### config.mk
export PLATFORM = sky130hd
export DESIGN_NAME = alu_result_stage
export DESIGN_NICKNAME = d
export VERILOG_FILES = /design/src/rtl/alu_pkg.sv /design/src/rtl/skid_buf2.sv /design/src/rtl/alu_result_stage.sv
export SDC_FILE = /design/constraint.sdc
export NUM_CORES = 1
export LEC_CHECK = 0
export ABC_AREA = 1
export CELL_PAD_IN_SITES_DETAIL_PLACEMENT = 0
export CELL_PAD_IN_SITES_GLOBAL_PLACEMENT = 2
export CORE_MARGIN = 2
export CORE_UTILIZATION = 31
export CTS_CLUSTER_SIZE = 16
export DETAILED_ROUTE_END_ITERATION = 8
export GPL_TIMING_DRIVEN = 0
export PLACE_DENSITY_LB_ADDON = 0.1
export SLEW_MARGIN = 20
export SYNTH_ARGS = -nofsm -noshare
export SYNTH_HDL_FRONTEND = slang
export SYNTH_SLANG_ARGS = --single-unit
### constraint.sdc
create_clock -name clk -period 2.7 [get_ports clk]
set_clock_uncertainty 0.1 [all_clocks]
set_input_delay 0.27 -clock clk [delete_from_list [all_inputs] [get_ports clk]]
set_output_delay 0.27 -clock clk [all_outputs]
set_load 0.02 [all_outputs]
### src/rtl/alu_pkg.sv
// Shared definitions for the ALU result path: default data width,
// ALU op encodings and the skid buffer occupancy states.
package alu_pkg;

    localparam int unsigned ALU_WIDTH = 16;

    localparam logic [2:0] OP_ROL = 3'b000;
    localparam logic [2:0] OP_SLL = 3'b001;
    localparam logic [2:0] OP_SRA = 3'b010;
    localparam logic [2:0] OP_SRL = 3'b011;
    localparam logic [2:0] OP_ADD = 3'b100;
    localparam logic [2:0] OP_AND = 3'b101;
    localparam logic [2:0] OP_OR  = 3'b110;
    localparam logic [2:0] OP_XOR = 3'b111;

    // Number of entries held by the 2-entry skid buffer.
    typedef enum logic [1:0] {
        EMPTY = 2'd0,
        ONE   = 2'd1,
        FULL  = 2'd2
    } skid_state_t;

endpackage

### src/rtl/skid_buf2.sv
// Generic 2-entry valid/ready skid buffer. The head register drives the
// output directly; the skid register catches one extra entry so in_ready
// can be a pure function of registered state (no out_ready -> in_ready path).
module skid_buf2
    import alu_pkg::*;
#(
    parameter int unsigned DW    = 20,
    parameter int unsigned DEPTH = 2
) (
    input  logic          clk,
    input  logic          rst_n,
    input  logic          in_valid,
    output logic          in_ready,
    input  logic [DW-1:0] in_data,
    output logic          out_valid,
    input  logic          out_ready,
    output logic [DW-1:0] out_data
);

    generate
        if (DEPTH != 2) begin : g_bad_depth
            $error("skid_buf2: DEPTH must be 2");
        end
    endgenerate

    skid_state_t   state_q;
    skid_state_t   state_d;
    logic [DW-1:0] head_q;
    logic [DW-1:0] skid_q;
    logic          accept;
    logic          drain;
    logic          load_head_in;
    logic          load_head_skid;
    logic          load_skid;

    assign in_ready  = (state_q != FULL);
    assign out_valid = (state_q != EMPTY);
    assign out_data  = head_q;

    assign accept = in_valid & in_ready;
    assign drain  = out_valid & out_ready;

    // Next-state and register-load selection from occupancy and handshakes.
    always_comb begin
        state_d        = state_q;
        load_head_in   = 1'b0;
        load_head_skid = 1'b0;
        load_skid      = 1'b0;
        case (state_q)
            EMPTY: begin
                if (accept) begin
                    state_d      = ONE;
                    load_head_in = 1'b1;
                end
            end
            ONE: begin
                if (accept && drain) begin
                    load_head_in = 1'b1;
                end else if (accept) begin
                    state_d   = FULL;
                    load_skid = 1'b1;
                end else if (drain) begin
                    state_d = EMPTY;
                end
            end
            FULL: begin
                if (drain) begin
                    state_d        = ONE;
                    load_head_skid = 1'b1;
                end
            end
            default: begin
                state_d = EMPTY;
            end
        endcase
    end

    // Occupancy state register.
    always_ff @(posedge clk or negedge rst_n) begin
        if (!rst_n) begin
            state_q <= EMPTY;
        end else begin
            state_q <= state_d;
        end
    end

    // Head and skid payload registers.
    always_ff @(posedge clk or negedge rst_n) begin
        if (!rst_n) begin
            head_q <= '0;
            skid_q <= '0;
        end else begin
            if (load_head_in) begin
                head_q <= in_data;
            end else if (load_head_skid) begin
                head_q <= skid_q;
            end
            if (load_skid) begin
                skid_q <= in_data;
            end
        end
    end

endmodule

### src/rtl/alu_result_stage.sv
// ALU result pipeline stage: qualifies ofl/zero by op, buffers results in a
// 2-entry skid buffer and maintains the Z/V/N status flags from ADD results.
// Optional: define ALU_OFL_COUNT_EN to add the saturating ofl_cnt counter.
module alu_result_stage
    import alu_pkg::*;
#(
    parameter int unsigned WIDTH = ALU_WIDTH,
    parameter int unsigned DEPTH = 2
) (
    input  logic             clk,
    input  logic             rst_n,
    input  logic             in_valid,
    output logic             in_ready,
    input  logic [WIDTH-1:0] in_out,
    input  logic             in_ofl,
    input  logic             in_zero,
    input  logic [2:0]       in_op,
    output logic             out_valid,
    input  logic             out_ready,
    output logic [WIDTH-1:0] out_data,
    output logic [2:0]       out_op,
    output logic             out_ofl,
    output logic             out_zero,
    output logic             flag_z,
    output logic             flag_v,
    output logic             flag_n
`ifdef ALU_OFL_COUNT_EN
    ,
    output logic [7:0]       ofl_cnt
`endif
);

    localparam int unsigned DW = WIDTH + 5;

    logic          accept;
    logic          is_add;
    logic          q_ofl;
    logic          q_zero;
    logic [DW-1:0] buf_in;
    logic [DW-1:0] buf_out;

    assign accept = in_valid & in_ready;
    assign is_add = (in_op == OP_ADD);

    // Only ADD produces meaningful ofl/zero; other ops present 0.
    assign q_ofl  = in_ofl & is_add;
    assign q_zero = in_zero & is_add;

    assign buf_in = {in_out, in_op, q_ofl, q_zero};

    skid_buf2 #(
        .DW    (DW),
        .DEPTH (DEPTH)
    ) u_skid (
        .clk       (clk),
        .rst_n     (rst_n),
        .in_valid  (in_valid),
        .in_ready  (in_ready),
        .in_data   (buf_in),
        .out_valid (out_valid),
        .out_ready (out_ready),
        .out_data  (buf_out)
    );

    assign out_data = buf_out[DW-1:5];
    assign out_op   = buf_out[4:2];
    assign out_ofl  = buf_out[1];
    assign out_zero = buf_out[0];

    // Status flags track the most recently accepted ADD result.
    always_ff @(posedge clk or negedge rst_n) begin
        if (!rst_n) begin
            flag_z <= 1'b0;
            flag_v <= 1'b0;
            flag_n <= 1'b0;
        end else if (accept && is_add) begin
            flag_z <= in_zero;
            flag_v <= in_ofl;
            flag_n <= in_out[WIDTH-1];
        end
    end

`ifdef ALU_OFL_COUNT_EN
    // Saturating count of accepted ADD results that overflowed.
    always_ff @(posedge clk or negedge rst_n) begin
        if (!rst_n) begin
            ofl_cnt <= '0;
        end else if (accept && is_add && in_ofl && (ofl_cnt != 8'hFF)) begin
            ofl_cnt <= ofl_cnt + 8'd1;
        end
    end
`endif

endmodule

==> results.cfg <==
[status]
outcome = finished clean

[route]
vias = 1852
drc = 0
finalWirelength_mm = 5.39
first_pass_iters = 4
routedWlPerCell_um = 12.5
vias_per_cell = 4.28
drt_iter0_drc = 67
ant_nets = 0

[clock_network]
cts_tree = built
clk_latency_ns = 0.31
cts.path.max_buffers = 2
cts.sinks = 47
path_clk_slew_ns = 0.09
cts_root_buf = clkbuf_8
htree_levels = 2
cts_buffers = 5

[place]
place_congestion = 0.732
place_inst = 424
dp_hpwl_mm = 3.68
placed_area_um2 = 2900
io_buffers = 50

[floorplan]
dieHeight_um = 89.7
coreArea_um2 = 7180
die_w_um = 89.7
row_count = 31
io_pins = 51
die_area_um2 = 8040
start_util = 0.317

[sta]
finalHoldViolations = 0
period_minus_slack_ns = 1.91
setup_violations = 0
fmax_mhz = 524
relSlewSlack = 0.584
worst_slew_pin_slew_ns = 0.624
rsz0062_at_grt = no
fin_crit_sh = 0.706
slew_viol_final = 0

[synthesis]
yosysTopAreaCellShare = 0.517
synth.largest_area_cell = dfrtp_1
yosysMostFrequentCell = nand2_1
ys.flop_type = dfrtp_1
ys_ff_latch = 47
synth_async_sr_flop_share = 1.00
syn_avg_cell_area_um2 = 8.27
netlist_instances = 275
synth_area_leaders = dfrtp_1 (52%), nand2_1 (16%), inv_1 (6.6%)
seq_area_frac_synth = 0.517
synth-warning-count = 0
synth_edf_count = 0
synth_cell_types = 18
yosys-top-cells-count = nand2_1 (94), dfrtp_1 (47), inv_1 (40), o21ai_1 (23), o21ai_0 (19)
syn_nets = 300
syn-cell-area_um2 = 2270

[layout]
drive_gt1_frac = 0.138
diodes = 0
n_fill_cell = 771
multiInputGateArea_um2 = 812
fin_area_um2 = 3010
nets = 358
finalCoreUtilization = 0.419
area_growth_pct = 32.1
seq_area_um2 = 1180
stdcell_count = 433

[setup_path]
critPathTopFamily = buffers and inverters
slowest_stage = clkdlybuf4s50_1
crit_fanout = 5
crit_required_ns = 2.33
timing_worst_setup_path_type = reg -> out
cp_slowest_stage_delay_ns = 0.61
r2r_cells = 7
cp-end-kind = output pin
path_depth = 2
worstPathCellList = nand2_1, clkdlybuf4s50_1
critPathLaunchType = flop
critPathArrivalTime_ns = 1.54
crit_buf_inv = 1

[global_route]
first_global_vias = 1933
grt_max_degree = 48
antenna_found_initial = 0
grtUsageTotal = 0.149
grt_pass1_wl_mm = 9.09
overflow = 0

[pwr]
p_per_area_nw_per_um2 = 750
ir_drop_mv = 0.290
leakage_nw = 1.49

[flow_run]
drv_cap = 0

[hold_path]
holdPathStages = 2
hold_class = reg -> reg
[cells in the final DEF (no fill, tap or decap), types with 3 or more instances in the layout]
cell type	Yosys	layout
nand2_2	14	14
nor2_4	3	3
nand2_1	94	94
clkdlybuf4s50_1	0	49
nand3_1	13	13
clkbuf_8	0	6
inv_2	4	4
o21ai_1	23	23
nand2_4	3	3
buf_4	3	4
inv_1	40	40
o21ai_0	19	19
dfrtp_1	47	47
buf_6	6	6
[path summary, 6_finish.rpt]
path	to	slack, ns	startpoint
min	u_skid.out_data[15]$_DFFE_PN0P_	0.39	u_skid.out_data[15]$_DFFE_PN0P_
max in group asynchronous	u_skid.skid_q[0]$_DFFE_PN0P_	1.66	rst_n
max	in_ready	0.79	u_skid.state_q[1]$_DFFE_PN0P_
max reg2reg	u_skid.out_data[20]$_DFFE_PN0P_	1.19	u_skid.state_q[1]$_DFFE_PN0P_
min reg2reg	u_skid.out_data[15]$_DFFE_PN0P_	0.39	u_skid.out_data[15]$_DFFE_PN0P_
min in group asynchronous	u_skid.out_data[1]$_DFFE_PN0P_	0.42	rst_n
[per-layer routing]
| layer | vias to the layer above | global-route usage | share of wire | wire length [µm] |
|---|---|---|---|---|
| li1 | 947 | - | - | - |
| met2 | 38 | 0.251 | 0.48 | 2570 |
| met4 | 0 | 0.0366 | 0.011 | 59 |
| met1 | 861 | 0.198 | 0.47 | 2540 |
| met5 | - | 0 | 0 | 0 |
| met3 | 6 | 0.0311 | 0.041 | 219 |
[report_power, final]
group	switching [mW]	leakage, nW	internal [mW]
Combinational	0.416	0.867	0.363
Clock	0.256	0.0474	0.210
Sequential	0.111	0.576	0.899
Total	0.783	1.49	1.47
[stage by stage]
stage	power [mW]	TNS [ns]	hold WS [ns]	worst slack, ns
2_1_floorplan	1.48	0	-0.126	1.42
3_3_place_gp	1.81	-15.84	0.361	-0.340
3_5_place_dp	1.82	0	0.235	0.796
4_1_cts	2.29	0	0.394	0.771
5_1_grt	2.44	0	0.419	0.723
6_report	2.25	0	0.389	0.793
[flip-flops by register name (all words and copies together), names as in the netlist]
signal,flops
u_skid.out_data,21
u_skid.skid_q,21
u_skid.state_q,2
flag_n,1
flag_v,1
flag_z,1
[area by class of cell]
type / count / area share
sequential: 47 / 0.391
timing repair buffer: 51 / 0.169
clock buffer: 6 / 0.0275
inverter: 45 / 0.0570
clock inverter: 2 / 0.00541
buffer: 11 / 0.0383
multi-input combinational: 172 / 0.270
tap: 99 / 0.0412
[worst min-delay path: cells and delay by family, from the launching register on]
kind,cells,cell delay (ns)
DFF,1,0.36
and+or+nand+nor,2,0.11
[kinds of logic (layout without fill, tap and decap cells)]
logic type / count (synthesis) / in the layout / share of synthesized area
compound gates: 43 / 43 / 0.0957
buf+inv: 56 / 115 / 0.126
simple gates: 129 / 129 / 0.261
flops: 47 / 47 / 0.517
[repair_timing]
action	CTS	global route
buffers inserted	0	0
hold buffers	1	0
hold endpoints to repair	47	0
gates resized for setup	0	0
Note: power is estimated with default switching activity, not from simulation.
